$ cat config.mk
export PLATFORM = sky130hd
export DESIGN_NAME = alu_issue_ctrl
export DESIGN_NICKNAME = d
export VERILOG_FILES = /design/src/rtl/alu_issue_ctrl.sv
export SDC_FILE = /design/constraint.sdc
export NUM_CORES = 1
export LEC_CHECK = 0
export ABC_CLOCK_PERIOD_IN_PS = 14000
export CORE_MARGIN = 1
export CORE_UTILIZATION = 47
export CTS_BUF_LIST = sky130_fd_sc_hd__clkbuf_8 sky130_fd_sc_hd__clkbuf_16
export DETAILED_ROUTE_END_ITERATION = 6
export PLACE_DENSITY = 0.71
export SLEW_MARGIN = 5
export SYNTH_ARGS = -nofsm -noshare
export SYNTH_HDL_FRONTEND = slang
export SYNTH_SLANG_ARGS = --single-unit
$ cat constraint.sdc
create_clock -name CLK -period 14 [get_ports CLK]
set_clock_uncertainty 0.1 [all_clocks]
set_input_delay 2.8 -clock CLK [delete_from_list [all_inputs] [get_ports CLK]]
set_output_delay 2.8 -clock CLK [all_outputs]
set_load 0.02 [all_outputs]
$ cat src/rtl/alu_issue_ctrl.sv
// Issue stage in front of ALU32Bit: reads operands from a small register file, drives the ALU,
// waits out its latency, then writes the result back and reports it on the Wb* outputs.
module alu_issue_ctrl #(
   parameter int ALU_LATENCY = 1,
   parameter int NREGS       = 8
) (
   input  logic        CLK,
   input  logic        Reset,
   input  logic        InValid,
   output logic        InReady,
   input  logic [3:0]  InOp,
   input  logic [2:0]  InRd,
   input  logic [2:0]  InRs,
   input  logic [2:0]  InRt,
   input  logic        InImmSel,
   input  logic [15:0] InImm,
   output logic [3:0]  ALUControl,
   output logic [31:0] A,
   output logic [31:0] B,
   input  logic [31:0] ALUResult,
   input  logic        Zero,
   output logic        WbValid,
   output logic [2:0]  WbRd,
   output logic [31:0] WbData,
   output logic        WbZero,
   input  logic [2:0]  DbgAddr,
   output logic [31:0] DbgData
);

   localparam int CW = (ALU_LATENCY > 0) ? $clog2(ALU_LATENCY + 1) : 1;

   typedef enum logic [1:0] {S_IDLE, S_EXEC, S_DONE} state_t;

   state_t         r_state, w_next;
   logic [CW-1:0]  r_cnt;
   logic [31:0]    r_rf [NREGS];
   logic [2:0]     r_rd;
   logic [3:0]     r_alu_ctl;
   logic [31:0]    r_a, r_b;
   logic [2:0]     r_wb_rd;
   logic [31:0]    r_wb_data;
   logic           r_wb_zero;

   logic           w_accept, w_capture;
   logic [31:0]    w_rs_val, w_rt_val, w_b_val;

   assign w_accept  = InValid && (r_state == S_IDLE);
   assign w_capture = (r_state == S_EXEC) && (r_cnt == '0);

   // Register 0 is hard-wired to zero on every read path
   assign w_rs_val = (InRs == 3'd0) ? 32'd0 : r_rf[InRs];
   assign w_rt_val = (InRt == 3'd0) ? 32'd0 : r_rf[InRt];
   assign w_b_val  = InImmSel ? {{16{InImm[15]}}, InImm} : w_rt_val;

   always_ff @(posedge CLK or posedge Reset) begin
      if (Reset) r_state <= S_IDLE;
      else       r_state <= w_next;
   end

   always_comb begin
      w_next = r_state;
      case (r_state)
         S_IDLE:  if (w_accept) w_next = S_EXEC;
         S_EXEC:  if (r_cnt == '0) w_next = S_DONE;
         S_DONE:  w_next = S_IDLE;
         default: w_next = S_IDLE;
      endcase
   end

   always_ff @(posedge CLK or posedge Reset) begin
      if (Reset) begin
         r_cnt     <= '0;
         r_rd      <= '0;
         r_alu_ctl <= '0;
         r_a       <= '0;
         r_b       <= '0;
         r_wb_rd   <= '0;
         r_wb_data <= '0;
         r_wb_zero <= 1'b0;
         for (int i = 0; i < NREGS; i++) r_rf[i] <= '0;
      end else begin
         if (w_accept) begin
            r_alu_ctl <= InOp;
            r_a       <= w_rs_val;
            r_b       <= w_b_val;
            r_rd      <= InRd;
            r_cnt     <= CW'(ALU_LATENCY);
         end else if (r_state == S_EXEC && r_cnt != '0) begin
            r_cnt <= r_cnt - CW'(1);
         end
         // Writeback lands before the next accept can happen, so no forwarding path is needed
         if (w_capture) begin
            r_wb_data <= ALUResult;
            r_wb_zero <= Zero;
            r_wb_rd   <= r_rd;
            if (r_rd != 3'd0) r_rf[r_rd] <= ALUResult;
         end
      end
   end

   assign InReady    = (r_state == S_IDLE);
   assign WbValid    = (r_state == S_DONE);
   assign ALUControl = r_alu_ctl;
   assign A          = r_a;
   assign B          = r_b;
   assign WbRd       = r_wb_rd;
   assign WbData     = r_wb_data;
   assign WbZero     = r_wb_zero;
   assign DbgData    = (DbgAddr == 3'd0) ? 32'd0 : r_rf[DbgAddr];

endmodule

# Yosys cells after proc, flatten, opt, wreduce, memory -nomap -nowiden
# Cells that the tools add are included.
# classes
n_addsub	1
n_lt_le_gt_ge	5
eq_ne	4
muxes	21
bitwise	5
n_reduce_logical	12
# op_table
op	n
$mux 32	11
$bmux 32 s3	3
$bwmux 256	1
$demux 32 s3	1
$ge 4x4->1 const B	4
$not 3->4	4
$logic_not 3->1	3
$logic_and 1x1->1	4
$lt 4x1->1 const B	1
$mux 2	2
$pmux 2 s2	1
$reduce_and 2->1	2
$reduce_bool 3->1	1
$eq 2x1->1 const B	1
$eq 2x2->1 const B	1
$logic_not 2->1	1
$mux 1	2
$ne 2x1->1 const B	1
$ne 2x2->1 const B	1
$reduce_bool 2->1	1
$not 1->1	1
$sub 1x1->1 const B	1
# word_totals
reg_bits	366
inputBits	69
output_inout_bits	138
word_cells	65

# Longest topological paths before layout
# Gate-level depths: netlist of the first run.
# depth
ltp_word	6
ltp_mapped	8
ltp_nobuf	5

# Worst setup path after synthesis of the first run
# OpenSTA, ideal clock, no wires.
# synth_timing
path_type	input port to output port
start	input DbgAddr[0]
end	output DbgData[31]
t_arrival_ns	4.357
required_time_ns	11.100
setup_slack_ns	6.743
cell_stages	5
path_buffers	3
cell_sequence	buf_2 clkbuf_1 buf_1 a22oi_1 o21ai_0
# synth_between
elab_chain_cells	5
elab_cells_between_ends	6
cone_classes	mux (4); bitwise (1); reduce/logical (1)
# synth_rtl
element	line_no	text
start, declared	26	input logic [2:0] DbgAddr,
$not 3->4 (implied by the code)	109	assign DbgData = (DbgAddr == 3'd0) ? 32'd0 : r_rf[DbgAddr];
$bmux 32 s3	109	
$mux 32 (implied by the code) (2 in series)	109	
$mux 32 (*)	109	
end, declared	27	output logic [31:0] DbgData
# Mark *: on every way between the ends. The rest lies on a longest branch, timed or not. The select of a mux whose other input is x is not followed.

# Worst setup path in the final report of the first run
# layout_timing
start	input DbgAddr[1]
end	output DbgData[31]
# Same word-level chain as after synthesis.

==> results.toml, run 1 <==
[detailed_routing]
vias = 13130
ant_nets = 0
drt-initial-drc-count = 960
drc = 0
firstDrtPassIters = 5
wl_per_cell_um = 25.68
drt_wl_total_mm = 53.93
avgViaCountPerCell = 6.250

[sta]
fmax_mhz = 115.7
setup_viol = 0
fin_crit_ns = 8.641
relSlewSlack_pct = 13.90
fin_crit_sh_pct = 61.72
rsz0062_at_grt = "no"
worstMarginPinSlew_ns = 1.289
hold_viol = 0
tns_ns = 0
drv_slew = 0

[clocking]
max-clock-path-buffers = 3
hold_buffers = 0
cts-buffers-inserted = 39
cts_tree = "yes"
cts_sinks = 334
htreeDepth = 2
root_buffer = "clkbuf_16"
clock_latency_ns = 0.52
post-cts-setup-buffers = 0
ctsResizeCount = 0
clkTransAtPathRegs_ns = 0.05

[worst_setup_path]
rr_endpoint = "r_rf[181]"
startpoint_type = "input port"
required_ns = 11.10
reg2reg_from = "r_state[0]"
crit_fanout = 32
criticalPathCategory = "in -> out"
worstSetupEndpointType = "output port"
arrival_ns = 5.74
reg2reg_depth = 6
r2r_slack_ns = 10.17

[logic_synthesis]
synth_fp_nets = 1489
synth-edff-count = 0
synth_cell_types = 38
synth_flop_cell = "dfrtp_1"
synth_area_um2 = 17830
synth_common_cells = "dfrtp_1 (334), mux2_2 (279), nand2_1 (172), a221oi_1 (80), mux4_2 (80)"
yosys_warnings = 0
ys_ff_latch = 334
synth.most_common_cell = "dfrtp_1"
yosysTopAreaCell = "dfrtp_1"
synthArstFlopShare_pct = 100.0
avgSynthCellArea_um2 = 12.56
synth_top_area_share_pct = 46.88
synth_area_leaders = "dfrtp_1 (47%), mux2_2 (18%), mux4_2 (10%), a221oi_1 (3.9%), nand2_1 (3.6%)"
synth_cells = 1420
yosysSeqAreaShare_pct = 46.88

[hold_path]
holdPathEnd = "WbData[16]"
hold_path.class = "reg -> reg"
worstHoldPathCells = 2
hold_start = "WbData[16]"

[global_routing]
grt_use_total_pct = 28.44
grt_max_degree = 168
grt_pass1_wl_mm = 84.09
grt_pass1_vias = 13550
grt.overflow.total = 0
antenna_found_initial = 0

[pwr]
clkPwrFrac_pct = 21.3
p_sw_w = 0.001755
p_per_area_nw_per_um2 = 230.7
swShare_pct = 35.29
internal-power_w = 0.003218
pwr-share-seq_pct = 38.2
peakVddDrop_mv = 0.1463
p_leak_nw = 9.152
combPwrFrac_pct = 40.5

[final_layout]
final_cells = 2100
insertedDiodeCount = 0
drive_above_1_share_pct = 32.46
area_growth_pct = 20.89
fin_util_pct = 58.32
fin_nets = 1638
finalInstanceArea_um2 = 21550

[floorplanning]
die_w_um = 196.8
io_pins = 207
fp-row-count = 70
core_um2 = 36960
dieArea_um2 = 38720
die-height_um = 196.8
start_util_pct = 48.24

[place]
dp_hpwl_mm = 30.69
place_area_um2 = 20210
io_buffer_count = 206
place_congestion = 0.8156
dp.cells = 2032

[outcome]
status = "finished clean"

[flow_run]
maxCapViolations = 0
[worst max-delay path, stage by stage]
cell             delay [ns]
buf_2                  0.08
buf_4                  0.35
nor2b_4                1.11
a22oi_1                0.22
o21ai_0                0.43
clkdlybuf4s50_1        0.70
[layout make-up]
class | instances | area (um^2)
fillers | 3018 | 15410
multi-input cells | 925 | 8836
flip-flops and latches | 334 | 8358
repair buffers | 234 | 2247
clock buffers | 51 | 1164
well taps | 504 | 630.6
clock inverters | 17 | 180.2
inverters | 35 | 138.9
[cell usage in the layout (no fill, tap or decap), drive strengths merged, types with 7 or more instances in the layout]
master / n
clkdlybuf4s50: 197
nand3b: 11
nor2b: 37
buf: 37
mux2i: 39
o31ai: 32
mux4: 80
nand2: 172
inv: 41
mux2: 314
a22oi: 15
nor2: 22
a21oi: 42
dfrtp: 334
o21ai: 25
clkbuf: 51
o2bb2ai: 7
a221oi: 80
o221a: 18
o221ai: 8
[how the worst max path moves through the flow]
stage	cells after the start	startpoint	end	slack, ns
6_report	6	DbgAddr[1]	DbgData[31]	5.36
5_1_grt	6	DbgAddr[1]	DbgData[30]	5.28
4_1_cts	6	DbgAddr[1]	DbgData[31]	5.48
3_5_place_dp	6	DbgAddr[1]	DbgData[31]	5.47
3_3_place_gp	6	DbgAddr[1]	DbgData[31]	5.51
2_1_floorplan	1	Reset	ALUControl[0]	1.85
[power by group through the flow]
stage	Combinational, W	Clock (W)	Sequential, W
floorplan	0.00121	0	0.00192
global placement	0.00197	0	0.00186
detailed placement	0.00202	0	0.00189
CTS	0.00203	0.00108	0.00188
global route	0.00216	0.00112	0.00196
finish	0.00201	0.00106	0.00190
[metal layers]
layer | vias to the layer above | track usage, % | routed length (um)
met3 | 99 | 5.253 | 3951
met2 | 556 | 46.84 | 26070
li1 | 5628 | - | -
met1 | 6842 | 38.54 | 22640
met5 | - | 0 | 0
met4 | 0 | 7.953 | 1270
[state kept, by name, summed over array words and instances, names as in the netlist]
| register | cells |
|---|---|
| r_rf | 224 |
| WbZero | 1 |
| r_cnt | 1 |
| r_rd | 3 |
| B | 32 |
| WbData | 32 |
| A | 32 |
| r_state | 2 |
| WbRd | 3 |
| ALUControl | 4 |
[through the flow]
stage          hold WS (ns)  power (W)  setup slack [ns]
2_1_floorplan        0.3809   0.003131             1.847
3_3_place_gp         0.3578   0.003839             5.508
3_5_place_dp         0.3624   0.003909             5.473
4_1_cts              0.3770   0.004990             5.479
5_1_grt              0.3864   0.005242             5.277
6_report             0.3716   0.004972             5.359
[kinds of logic after synthesis]
kind of cell    synth area share [%]
compound gates                 10.11
buf+inv                        3.789
flops                          46.88
mux                            32.76
simple gates                   6.470
No activity file was read; power rests on OpenSTA's default activity.
==> run 2: changes to the inputs <==
--- a/config.mk
+++ b/config.mk
@@ -5,7 +5,7 @@
 export SDC_FILE = /design/constraint.sdc
 export NUM_CORES = 1
 export LEC_CHECK = 0
-export ABC_CLOCK_PERIOD_IN_PS = 14000
+export ABC_CLOCK_PERIOD_IN_PS = 8400
 export CORE_MARGIN = 1
 export CORE_UTILIZATION = 47
 export CTS_BUF_LIST = sky130_fd_sc_hd__clkbuf_8 sky130_fd_sc_hd__clkbuf_16
==> constraint.sdc (replaced) <==
create_clock -name CLK -period 8.4 [get_ports CLK]
set_clock_uncertainty 0.1 [all_clocks]
set_input_delay 1.68 -clock CLK [delete_from_list [all_inputs] [get_ports CLK]]
set_output_delay 1.68 -clock CLK [all_outputs]
set_load 0.02 [all_outputs]
==> run 2 against run 1 <==
  * Sequential share of layout area is 0.16 points higher
  * Utilization is 0.25 points lower
  * Cell count hardly changed
  * Hold slack better by 0.00066 ns
  * Sequential power is 66% higher
  * First-iteration DRC count is 3.2% higher
==> results.toml, run 2 (synthesized netlist as in run 1, its figures left out) <==
[clocking]
post-cts-setup-buffers = 0
clock_latency_ns = 0.53
hold_buffers = 0
max-clock-path-buffers = 3
htreeDepth = 2
cts_tree = "yes"
cts_sinks = 334
clkTransAtPathRegs_ns = 0.06
ctsResizeCount = 0
cts-buffers-inserted = 39
root_buffer = "clkbuf_16"

[worst_setup_path]
reg2reg_from = "r_state[0]"
worstSetupEndpointType = "output port"
rr_endpoint = "r_rf[22]"
crit_fanout = 39
criticalPathCategory = "in -> out"
critPathLaunch = "DbgAddr[0]"
arrival_ns = 4.38
r2r_slack_ns = 4.46
reg2reg_depth = 6
required_ns = 6.62
startpoint_type = "input port"

[sta]
fin_crit_sh_pct = 73.38
tns_ns = 0
relSlewSlack_pct = 16.28
worst_slack_ns = 2.236
setup_viol = 0
hold_viol = 0
drv_slew = 0
whs_ns = 0.3723
worstMarginPinSlew_ns = 1.253
fin_crit_ns = 6.164
fmax_mhz = 162.2
rsz0062_at_grt = "no"

[place]
dp_hpwl_mm = 30.44
dp.cells = 2033
dp_slack_ns = 2.316
io_buffer_count = 206
place_congestion = 0.7934

[detailed_routing]
drc = 0
drt-initial-drc-count = 991
drt_wl_total_mm = 54.02
wl_per_cell_um = 25.71
firstDrtPassIters = 5
ant_nets = 0
vias = 13280
avgViaCountPerCell = 6.322

[global_routing]
grt_pass1_vias = 13550
grt_max_degree = 177
grt.overflow.total = 0
grt_use_total_pct = 28.22
met3_usage_pct = 4.706
met2_usage_pct = 46.17
grt_pass1_wl_mm = 83.50
busiest_layer = "met2"
antenna_found_initial = 1
met1_usage_pct = 38.73

[hold_path]
worstHoldPathCells = 2
hold_path.class = "reg -> reg"
hold_start = "WbData[22]"
holdPathEnd = "WbData[22]"

[pwr]
p_leak_nw = 9.114
p_per_area_nw_per_um2 = 380.6
peakVddDrop_mv = 0.1786

[final_layout]
area_growth_pct = 20.38
final_cells = 2101
fin_util_pct = 58.07
fin_nets = 1639
mostFrequentLayoutCells = "dfrtp_1 (334), mux2_2 (279), clkdlybuf4s50_1 (197), nand2_1 (172)"
drive_above_1_share_pct = 32.33
regMostFlops = "r_rf"
layout_commonest_cell = "dfrtp_1"
fillers = 3045
largest_reg_flops = 224

[floorplanning]
die-height_um = 196.8
start_util_pct = 48.24
die_w_um = 196.8
core_um2 = 36960
fp-row-count = 70
dieArea_um2 = 38720
io_pins = 207

[flow_run]
maxCapViolations = 0

[outcome]
status = "finished clean"
## run 2: changes by cell type in the layout (fill, tap and decap cells not counted), sizes merged
cell,delta
inv,+1
diode,+1
bufinv,-3
buf,+1
clkinv,+2
clkinvlp,+1
clkbuf,-2
## run 2: power breakdown
group | leakage [nW] | total (W) | switching (W) | internal, W
clock network | 0.651 | 0.00165 | 0.000674 | 0.000979
registers | 4.04 | 0.00316 | 0.000748 | 0.00242
logic | 4.42 | 0.00335 | 0.00150 | 0.00186
total | 9.11 | 0.00817 | 0.00292 | 0.00525
## run 2: how the worst max path moves through the flow
| stage | endpoint | slack, ns | cells after the start |
|---|---|---|---|
| floorplan | ALUControl[0] | 2.16 | 1 |
| global placement | DbgData[29] | 2.36 | 5 |
| detailed placement | DbgData[29] | 2.32 | 5 |
| CTS | DbgData[29] | 2.28 | 5 |
| global route | DbgData[29] | 2.13 | 5 |
| finish | DbgData[30] | 2.24 | 5 |
## run 2: layer usage
metal / part of all wire (%) / up-vias
li1: - / 5637
met1: 42 / 6892
met2: 48 / 654
met3: 7.3 / 100
met4: 2.5 / 0
met5: 0 / -
## run 2: worst max-delay path, stage by stage
cell	delay [ns]
buf_4	0.34
nor2b_4	1.06
a221oi_1	0.23
a21oi_1	0.34
clkdlybuf4s50_1	0.68
## run 2: metrics by stage
| stage | area, um^2 | total power (W) |
|---|---|---|
| after floorplan | 17830 | 0.005220 |
| after global placement | 20220 | 0.006404 |
| after detailed placement | 20220 | 0.006501 |
| after CTS | 21460 | 0.008192 |
| after global routing | 21460 | 0.008616 |
| final | 21460 | 0.008170 |
## run 2: cell type report
type / instances / area, um^2 / area share (%)
multi-input combinational: 925 / 8836 / 41.17
inverter: 35 / 135.1 / 0.6296
clock buffer: 49 / 1136 / 5.293
timing repair buffer: 235 / 2257 / 10.52
antenna: 1 / 2.502 / 0.01166
tap: 504 / 630.6 / 2.938
sequential: 334 / 8358 / 38.94
clock inverter: 18 / 107.6 / 0.5013
